**src/rtl/mdarray_pkg.sv**
```systemverilog
// Shared types and constants for the 3-D byte array sequencer and its array.
package mdarray_pkg;

  localparam int unsigned W      = 2;
  localparam int unsigned RD_LAT = 2;

  typedef enum logic [1:0] {IDLE, LOAD, READ, FLUSH} state_e;

  typedef logic [W:0] idx_t;
  typedef logic [7:0] byte_t;

endpackage

```
**src/rtl/mdarray_sequencer_if.sv**
```systemverilog
// Bundles the load stream, array port and readback stream of the sequencer.
interface mdarray_sequencer_if
  import mdarray_pkg::*;
#(
  parameter int unsigned w = W
);

  logic       start;
  logic       load_en;
  logic       in_valid;
  byte_t      in_data;
  logic       in_ready;
  logic [w:0] col;
  logic [w:0] row;
  logic [w:0] slc;
  byte_t      data_i;
  logic       wr;
  byte_t      data_o;
  logic       out_valid;
  byte_t      out_data;
  logic [w:0] out_col;
  logic [w:0] out_row;
  logic [w:0] out_slc;
  logic       busy;
  logic       done;

  modport master (
    input  start, load_en, in_valid, in_data, data_o,
    output in_ready, col, row, slc, data_i, wr,
           out_valid, out_data, out_col, out_row, out_slc, busy, done
  );

  modport slave (
    output start, load_en, in_valid, in_data, data_o,
    input  in_ready, col, row, slc, data_i, wr,
           out_valid, out_data, out_col, out_row, out_slc, busy, done
  );

endinterface

```
**src/rtl/mdarray_index_counter.sv**
```systemverilog
// Raster-order slc/row/col counter: col fastest, then row, then slc.
module mdarray_index_counter #(
  parameter int unsigned w = 2
) (
  input  logic       clk,
  input  logic       rst_n,
  input  logic       clr,
  input  logic       en,
  output logic [w:0] c,
  output logic [w:0] r,
  output logic [w:0] s,
  output logic       last_c
);

  localparam int unsigned IW  = w + 1;
  localparam logic [w:0]  MAX = IW'(w);

  assign last_c = (s == MAX) && (r == MAX) && (c == MAX);

  // clear wins over enable so the final advance lands back on (0,0,0)
  always_ff @(posedge clk or negedge rst_n) begin
    if (!rst_n) begin
      c <= '0;
      r <= '0;
      s <= '0;
    end else if (clr) begin
      c <= '0;
      r <= '0;
      s <= '0;
    end else if (en) begin
      if (c == MAX) begin
        c <= '0;
        if (r == MAX) begin
          r <= '0;
          s <= (s == MAX) ? '0 : s + IW'(1);
        end else begin
          r <= r + IW'(1);
        end
      end else begin
        c <= c + IW'(1);
      end
    end
  end

endmodule

```
**src/rtl/mdarray_sequencer.sv**
```systemverilog
// Loads the 3-D array from a byte stream, then reads it back in raster order
// with index tags aligned to the array's read latency.
module mdarray_sequencer
  import mdarray_pkg::*;
#(
  parameter int unsigned w = W
) (
  input  logic                clock,
  input  logic                reset_n,
  mdarray_sequencer_if.master bus
);

  localparam int unsigned FW = (RD_LAT > 1) ? $clog2(RD_LAT) : 1;

  typedef struct packed {
    logic [w:0] s;
    logic [w:0] r;
    logic [w:0] c;
  } tag_t;

  state_e        state;
  logic [FW-1:0] flush_cnt;
  logic          busy_q;
  logic          in_ready_q;
  logic          done_q;
  logic          v1;
  logic          v2;
  tag_t          tag1;
  tag_t          tag2;

  logic [w:0]    c;
  logic [w:0]    r;
  logic [w:0]    s;
  logic          last_c;
  logic          adv_c;
  logic          clr_c;

  assign adv_c = ((state == LOAD) && bus.in_valid) || (state == READ);
  assign clr_c = ((state == IDLE) && bus.start) || (adv_c && last_c);

  mdarray_index_counter #(.w(w)) u_cnt (
    .clk    (clock),
    .rst_n  (reset_n),
    .clr    (clr_c),
    .en     (adv_c),
    .c      (c),
    .r      (r),
    .s      (s),
    .last_c (last_c)
  );

  // Array port: writes pass straight through while loading
  assign bus.col    = c;
  assign bus.row    = r;
  assign bus.slc    = s;
  assign bus.wr     = (state == LOAD) && bus.in_valid;
  assign bus.data_i = (state == LOAD) ? bus.in_data : '0;

  assign bus.in_ready  = in_ready_q;
  assign bus.busy      = busy_q;
  assign bus.done      = done_q;
  assign bus.out_valid = v2;
  assign bus.out_data  = bus.data_o;
  assign bus.out_col   = tag2.c;
  assign bus.out_row   = tag2.r;
  assign bus.out_slc   = tag2.s;

  // FSM with registered status outputs and the 2-deep read tag pipe
  always_ff @(posedge clock or negedge reset_n) begin
    if (!reset_n) begin
      state      <= IDLE;
      flush_cnt  <= '0;
      busy_q     <= 1'b0;
      in_ready_q <= 1'b0;
      done_q     <= 1'b0;
      v1         <= 1'b0;
      v2         <= 1'b0;
      tag1       <= '0;
      tag2       <= '0;
    end else begin
      done_q <= 1'b0;
      v1     <= (state == READ);
      tag1   <= '{s: s, r: r, c: c};
      v2     <= v1;
      tag2   <= tag1;
      case (state)
        IDLE: begin
          if (bus.start) begin
            state      <= bus.load_en ? LOAD : READ;
            busy_q     <= 1'b1;
            in_ready_q <= bus.load_en;
          end
        end
        LOAD: begin
          if (bus.in_valid && last_c) begin
            state      <= READ;
            in_ready_q <= 1'b0;
          end
        end
        READ: begin
          if (last_c) begin
            state     <= FLUSH;
            flush_cnt <= '0;
          end
        end
        FLUSH: begin
          if (flush_cnt == FW'(RD_LAT - 1)) begin
            state  <= IDLE;
            busy_q <= 1'b0;
            done_q <= 1'b1;
          end else begin
            flush_cnt <= flush_cnt + FW'(1);
          end
        end
        default: state <= IDLE;
      endcase
    end
  end

endmodule

```
**src/flat_wrapper.sv**
```systemverilog
// flat-port wrapper written by rule: the top's interface ports become plain ports
module mdarray_sequencer_flat import mdarray_pkg::*;
#(
  parameter int unsigned w = W
)
  (clock, reset_n, bus_start, bus_load_en, bus_in_valid, bus_in_data, bus_data_o, bus_in_ready, bus_col, bus_row, bus_slc, bus_data_i, bus_wr, bus_out_valid, bus_out_data, bus_out_col, bus_out_row, bus_out_slc, bus_busy, bus_done);
  mdarray_sequencer_if #(.w(w)) bus_i ();
  input  logic clock;
  input  logic reset_n;
  input wire logic [$bits(bus_i.start)-1:0] bus_start;
  input wire logic [$bits(bus_i.load_en)-1:0] bus_load_en;
  input wire logic [$bits(bus_i.in_valid)-1:0] bus_in_valid;
  input wire logic [$bits(bus_i.in_data)-1:0] bus_in_data;
  input wire logic [$bits(bus_i.data_o)-1:0] bus_data_o;
  output wire logic [$bits(bus_i.in_ready)-1:0] bus_in_ready;
  output wire logic [$bits(bus_i.col)-1:0] bus_col;
  output wire logic [$bits(bus_i.row)-1:0] bus_row;
  output wire logic [$bits(bus_i.slc)-1:0] bus_slc;
  output wire logic [$bits(bus_i.data_i)-1:0] bus_data_i;
  output wire logic [$bits(bus_i.wr)-1:0] bus_wr;
  output wire logic [$bits(bus_i.out_valid)-1:0] bus_out_valid;
  output wire logic [$bits(bus_i.out_data)-1:0] bus_out_data;
  output wire logic [$bits(bus_i.out_col)-1:0] bus_out_col;
  output wire logic [$bits(bus_i.out_row)-1:0] bus_out_row;
  output wire logic [$bits(bus_i.out_slc)-1:0] bus_out_slc;
  output wire logic [$bits(bus_i.busy)-1:0] bus_busy;
  output wire logic [$bits(bus_i.done)-1:0] bus_done;
  assign bus_i.start = bus_start;
  assign bus_i.load_en = bus_load_en;
  assign bus_i.in_valid = bus_in_valid;
  assign bus_i.in_data = bus_in_data;
  assign bus_i.data_o = bus_data_o;
  assign bus_in_ready = bus_i.in_ready;
  assign bus_col = bus_i.col;
  assign bus_row = bus_i.row;
  assign bus_slc = bus_i.slc;
  assign bus_data_i = bus_i.data_i;
  assign bus_wr = bus_i.wr;
  assign bus_out_valid = bus_i.out_valid;
  assign bus_out_data = bus_i.out_data;
  assign bus_out_col = bus_i.out_col;
  assign bus_out_row = bus_i.out_row;
  assign bus_out_slc = bus_i.out_slc;
  assign bus_busy = bus_i.busy;
  assign bus_done = bus_i.done;
  mdarray_sequencer #(.w(w)) u_core (.clock(clock), .reset_n(reset_n), .bus(bus_i));
endmodule
```
**config.mk**
```make
export PLATFORM = sky130hd
export DESIGN_NAME = mdarray_sequencer_flat
export DESIGN_NICKNAME = d
export VERILOG_FILES = /design/src/rtl/mdarray_pkg.sv /design/src/rtl/mdarray_sequencer_if.sv /design/src/rtl/mdarray_index_counter.sv /design/src/rtl/mdarray_sequencer.sv /design/src/flat_wrapper.sv
export SDC_FILE = /design/constraint.sdc
export NUM_CORES = 1
export LEC_CHECK = 0
export ABC_AREA = 1
export CAP_MARGIN = 10
export CORE_MARGIN = 5
export CORE_UTILIZATION = 46
export CTS_CLUSTER_SIZE = 20
export DETAILED_ROUTE_END_ITERATION = 16
export PLACE_DENSITY = 0.9
export RECOVER_POWER = 50
export SYNTH_ARGS = -nofsm -noshare
export SYNTH_HDL_FRONTEND = slang
export SYNTH_SLANG_ARGS = --single-unit
```
**constraint.sdc**
```tcl
create_clock -name clock -period 2.1 [get_ports clock]
set_input_delay 0.42 -clock clock [delete_from_list [all_inputs] [get_ports clock]]
set_output_delay 0.42 -clock clock [all_outputs]
set_load 0.01 [all_outputs]
```
==> results.txt <==
The run finished with clean final reports. The xor-xnor portion of the synthesized cell area is 1.69%. Once detail routing completed, the nets flagged for antenna violations numbered 0.

Entering global routing, the biggest net connects 36 pins. For this run, the top clock speed supported by timing is 498 MHz. The final period demand of the worst path is 2.01 ns. The maximum fanout along the worst path is 6.

After detailed placement, the total cell area comes to 1980 um2. STA classifies the critical path endpoint as a primary output. The multi-input gate area in the final layout is 518 um2.

The number of detailed-route iterations in the first pass came out at 4. The number of global-route vias before repair came out at 1,184. The tree is rooted in a sky130_fd_sc_hd__clkbuf_4. The leakage component of the power came out at 1.21 nW. The worst hold-check slack is 0.356 ns.

The largest voltage drop on the vdd net came out at 0.922 mV. The worst setup path is of the register to primary output kind. The setup violation total in the final timing report came out at 0. The post-synthesis instance area is 1550 um2. The H-tree was split into 2 levels. After layout, the worst path uses 95.7% of the clock period. After clock tree synthesis, the clock-pin slew on the worst setup and hold paths is 0.11 ns. The count of nets after finishing is 235.

The vias per cell is 4.70. Ranked by total cell area, the synthesized netlist is headed by sky130_fd_sc_hd__dfrtp_1 56%, sky130_fd_sc_hd__nand2_1 7.3%, sky130_fd_sc_hd__inv_1 5.8%. The full die area is 4630 um2.

The DRC violation count after routing came out at 0. The max-slew violation count came out at 0. The critical path ends at bus_wr. The floorplan step defined a core boundary enclosing 3310 um2.

During synthesis, Yosys emitted a total of 0 warnings. The actual transition at the worst max-transition pin is 0.827 ns. The first-pass GRT wire length is 5.11 mm. The number of antenna violations at the first check in global routing came out at 0.

The critical path data arrival time is 1.59 ns. The worst register-to-register path ends at u_core.bus.in_ready. The number of I/O port buffers came out at 43. The final count of hold timing violations is 0. The global-route usage over all layers is 15.2%.

The number of buffers between clock root and the deepest sink came out at 2. The TritonCTS clock tree is done. The largest area contributor in the synthesized netlist is sky130_fd_sc_hd__dfrtp_1. Excluding fillers, the count of instances in the completed layout stands at 256. The compound-gate portion of the synthesized area came out at 6.85%. The fraction of final layout cells with drive strength greater than 1 is 16.7%. The top flip-flop cell by instance count after synthesis is sky130_fd_sc_hd__dfrtp_1. The cell count after placement came out at 243.

For this run, the register share of the synthesized area comes to 56.5%. The proportion of synthesized area in mux cells came out at 0%. Summing the areas of all fa, ha and maj instances in the mapped netlist gives 4.03% of the synthesized area. Among all cell types in the netlist, the one instantiated most often is sky130_fd_sc_hd__dfrtp_1.

The total CTS buffers came out at 5. In the synthesized netlist, the cells that appear most often are 35 x sky130_fd_sc_hd__dfrtp_1, 30 x sky130_fd_sc_hd__nand2_1, 24 x sky130_fd_sc_hd__inv_1, 12 x sky130_fd_sc_hd__o21ai_0, 10 x sky130_fd_sc_hd__nand3_1. The headroom to the max-slew limit is 44.9%. The worst register-to-register path begins at u_core.state[1]. The count of mapped cells out of synthesis is 162. The estimated wirelength of the detail-placed design came out at 2.16 mm. The power per cell area came out at 1460 nW/um2.

The placer's final routability congestion estimate is 0.726. The path class of the lowest-slack min-delay path is register to register. The startpoint kind of the worst setup timing path is a register. The insertion delay of the later-clocked pin in the worst-skew pair came out at 0.33 ns. The average wire per standard cell is 12.3 um. The number of fill cells in the layout came out at 248.

The number of enable-type register cells in the synthesized netlist is 0. The number of nets handed over by synthesis was 188. The post-synthesis sequential element count is 35. The worst setup skew after layout is 0.0122 ns. The share of synthesized area in the top cell type comes to 56.5%. The cell depth of the worst flop-to-flop path is 10. Max-cap violations in this run came to 0. The row count came out at 21. The synthesized netlist contains 22 unique library cells.

The total length of routed wires is 3.14 mm. The synthesized area per cell is 9.58 um2. The slack of the worst reg-to-reg path is 0.45 ns. The simple-gate portion of the synthesized area is 20.0%.

The required time of the critical path came out at 1.68 ns. After routing the design area is 2130 um2. In the final layout, flip-flops and latches occupy 876 um2. The chip height is 68.1 um. Adding up every negative setup slack in the final design gives 0 ns.

The share of synthesized flip-flops with an asynchronous set or reset came out at 100%. The total overflow left after global routing is 0. The initial core utilization came out at 46.9%. The detailed router finished its first iteration with 66 violations.

Summing over every cut layer, the via total after detailed routing is 1,203. The number of hold buffers added after cts is 0. The clock net sink count came out at 35.

The origin of the worst setup path is u_core.state[1]. The die is 68.1 um wide. Compared with the post-synthesis result, the final layout area differs by 37.4%. By area, the combinational part of the netlist is dominated by simple AND/OR/NAND/NOR gates. 60 I/O pins were placed. The count of antenna diodes in the layout came out at 0.
-- timing repair --
item                                    4_1_cts  5_1_grt
endpoints found under the hold margin         0        0
gates resized for setup                       4        9
endpoints found under the setup margin        9        8
setup buffers                                 2        3
-- stage by stage --
step           setup WS (ns)  utilization (%)  total power, mW
6_report              0.0901             64.4             3.12
5_1_grt              -0.0172             64.4             3.36
4_1_cts               0.0107             63.3             3.11
3_5_place_dp          0.0176             59.9             2.55
3_3_place_gp           0.113             59.9             2.51
2_1_floorplan          0.731                -             1.94
-- layout by cell type (no fill, tap or decap), drive strengths merged --
| master | n |
|---|---|
| nand2 | 39 |
| dfrtp | 35 |
| clkdlybuf4s50 | 33 |
| inv | 28 |
| o21ai | 18 |
| nand3 | 11 |
| nor2 | 9 |
| dlymetal6s2s | 8 |
| clkbuf | 7 |
| ha | 5 |
| buf | 5 |
| xor2 | 3 |
| nand4 | 2 |
| o21a | 1 |
| nor3 | 1 |
| a21oi | 1 |
| clkinv | 1 |
| bufinv | 1 |
| dlygate4sd3 | 1 |
| dlygate4sd2 | 1 |
-- flip-flops by register name, summed over array words and instances, names as in the netlist --
signal and flops:
u_core.bus.busy 1, u_core.bus.done 1, u_core.bus.in_ready 1, u_core.bus.out_col 3, u_core.bus.out_row 3, u_core.bus.out_slc 3
u_core.bus.out_valid 1, u_core.flush_cnt 1, u_core.state 2, u_core.tag1 9, u_core.u_cnt.c 3, u_core.u_cnt.r 3
u_core.u_cnt.s 3, u_core.v1 1
-- cells by family (layout without fill, tap and decap cells) --
logic type | count (synthesis) | in the layout
simple gates | 62 | 62
buf+inv | 37 | 85
flops | 35 | 35
compound gates | 20 | 20
fa+ha+maj | 5 | 5
xor+xnor | 3 | 3
-- worst max-delay path, stage by stage (launching register included) --
cell and delay [ns]:
sky130_fd_sc_hd__dfrtp_1 0.41, sky130_fd_sc_hd__inv_2 0.09, sky130_fd_sc_hd__ha_4 0.16, sky130_fd_sc_hd__buf_2 0.16
sky130_fd_sc_hd__nand2_1 0.08, sky130_fd_sc_hd__inv_2 0.07, sky130_fd_sc_hd__dlygate4sd2_1 0.27
-- per-layer routing --
metal / global-route usage [%] / vias up / wire [um]
met5: 0 / - / 0
met4: 8.19 / 0 / 51
met3: 4.93 / 5 / 186
met2: 25.4 / 26 / 1580
met1: 17.0 / 583 / 1330
li1: - / 589 / -
-- area by class of cell --
| class | instances | share of cell area, % |
|---|---|---|
| clock inverters | 2 | 1.64 |
| inverters | 28 | 4.93 |
| flip-flops and latches | 35 | 41.1 |
| well taps | 46 | 2.70 |
| multi-input cells | 90 | 24.3 |
| clock buffers | 6 | 2.41 |
| repair buffers | 49 | 22.9 |
-- worst min-delay path by stage --
stage,slack (ns),endpoint,start,cells past startpoint
floorplan,0.12,u_core.bus.busy,reset_n,0
global placement,0.33,u_core.bus.out_row[0],u_core.tag1[3],0
detailed placement,0.34,u_core.bus.out_row[1],u_core.tag1[4],0
CTS,0.36,u_core.bus.out_row[1],u_core.tag1[4],0
global route,0.37,u_core.bus.out_row[0],u_core.tag1[3],0
finish,0.36,u_core.bus.out_row[1],u_core.tag1[4],0
-- power breakdown --
group	internal, mW	switching, mW	leakage [nW]	total [mW]
logic	0.699	0.767	0.720	1.47
registers	0.969	0.186	0.437	1.16
clock network	0.281	0.217	0.0482	0.498
Note: power is estimated with default switching activity, not from simulation.
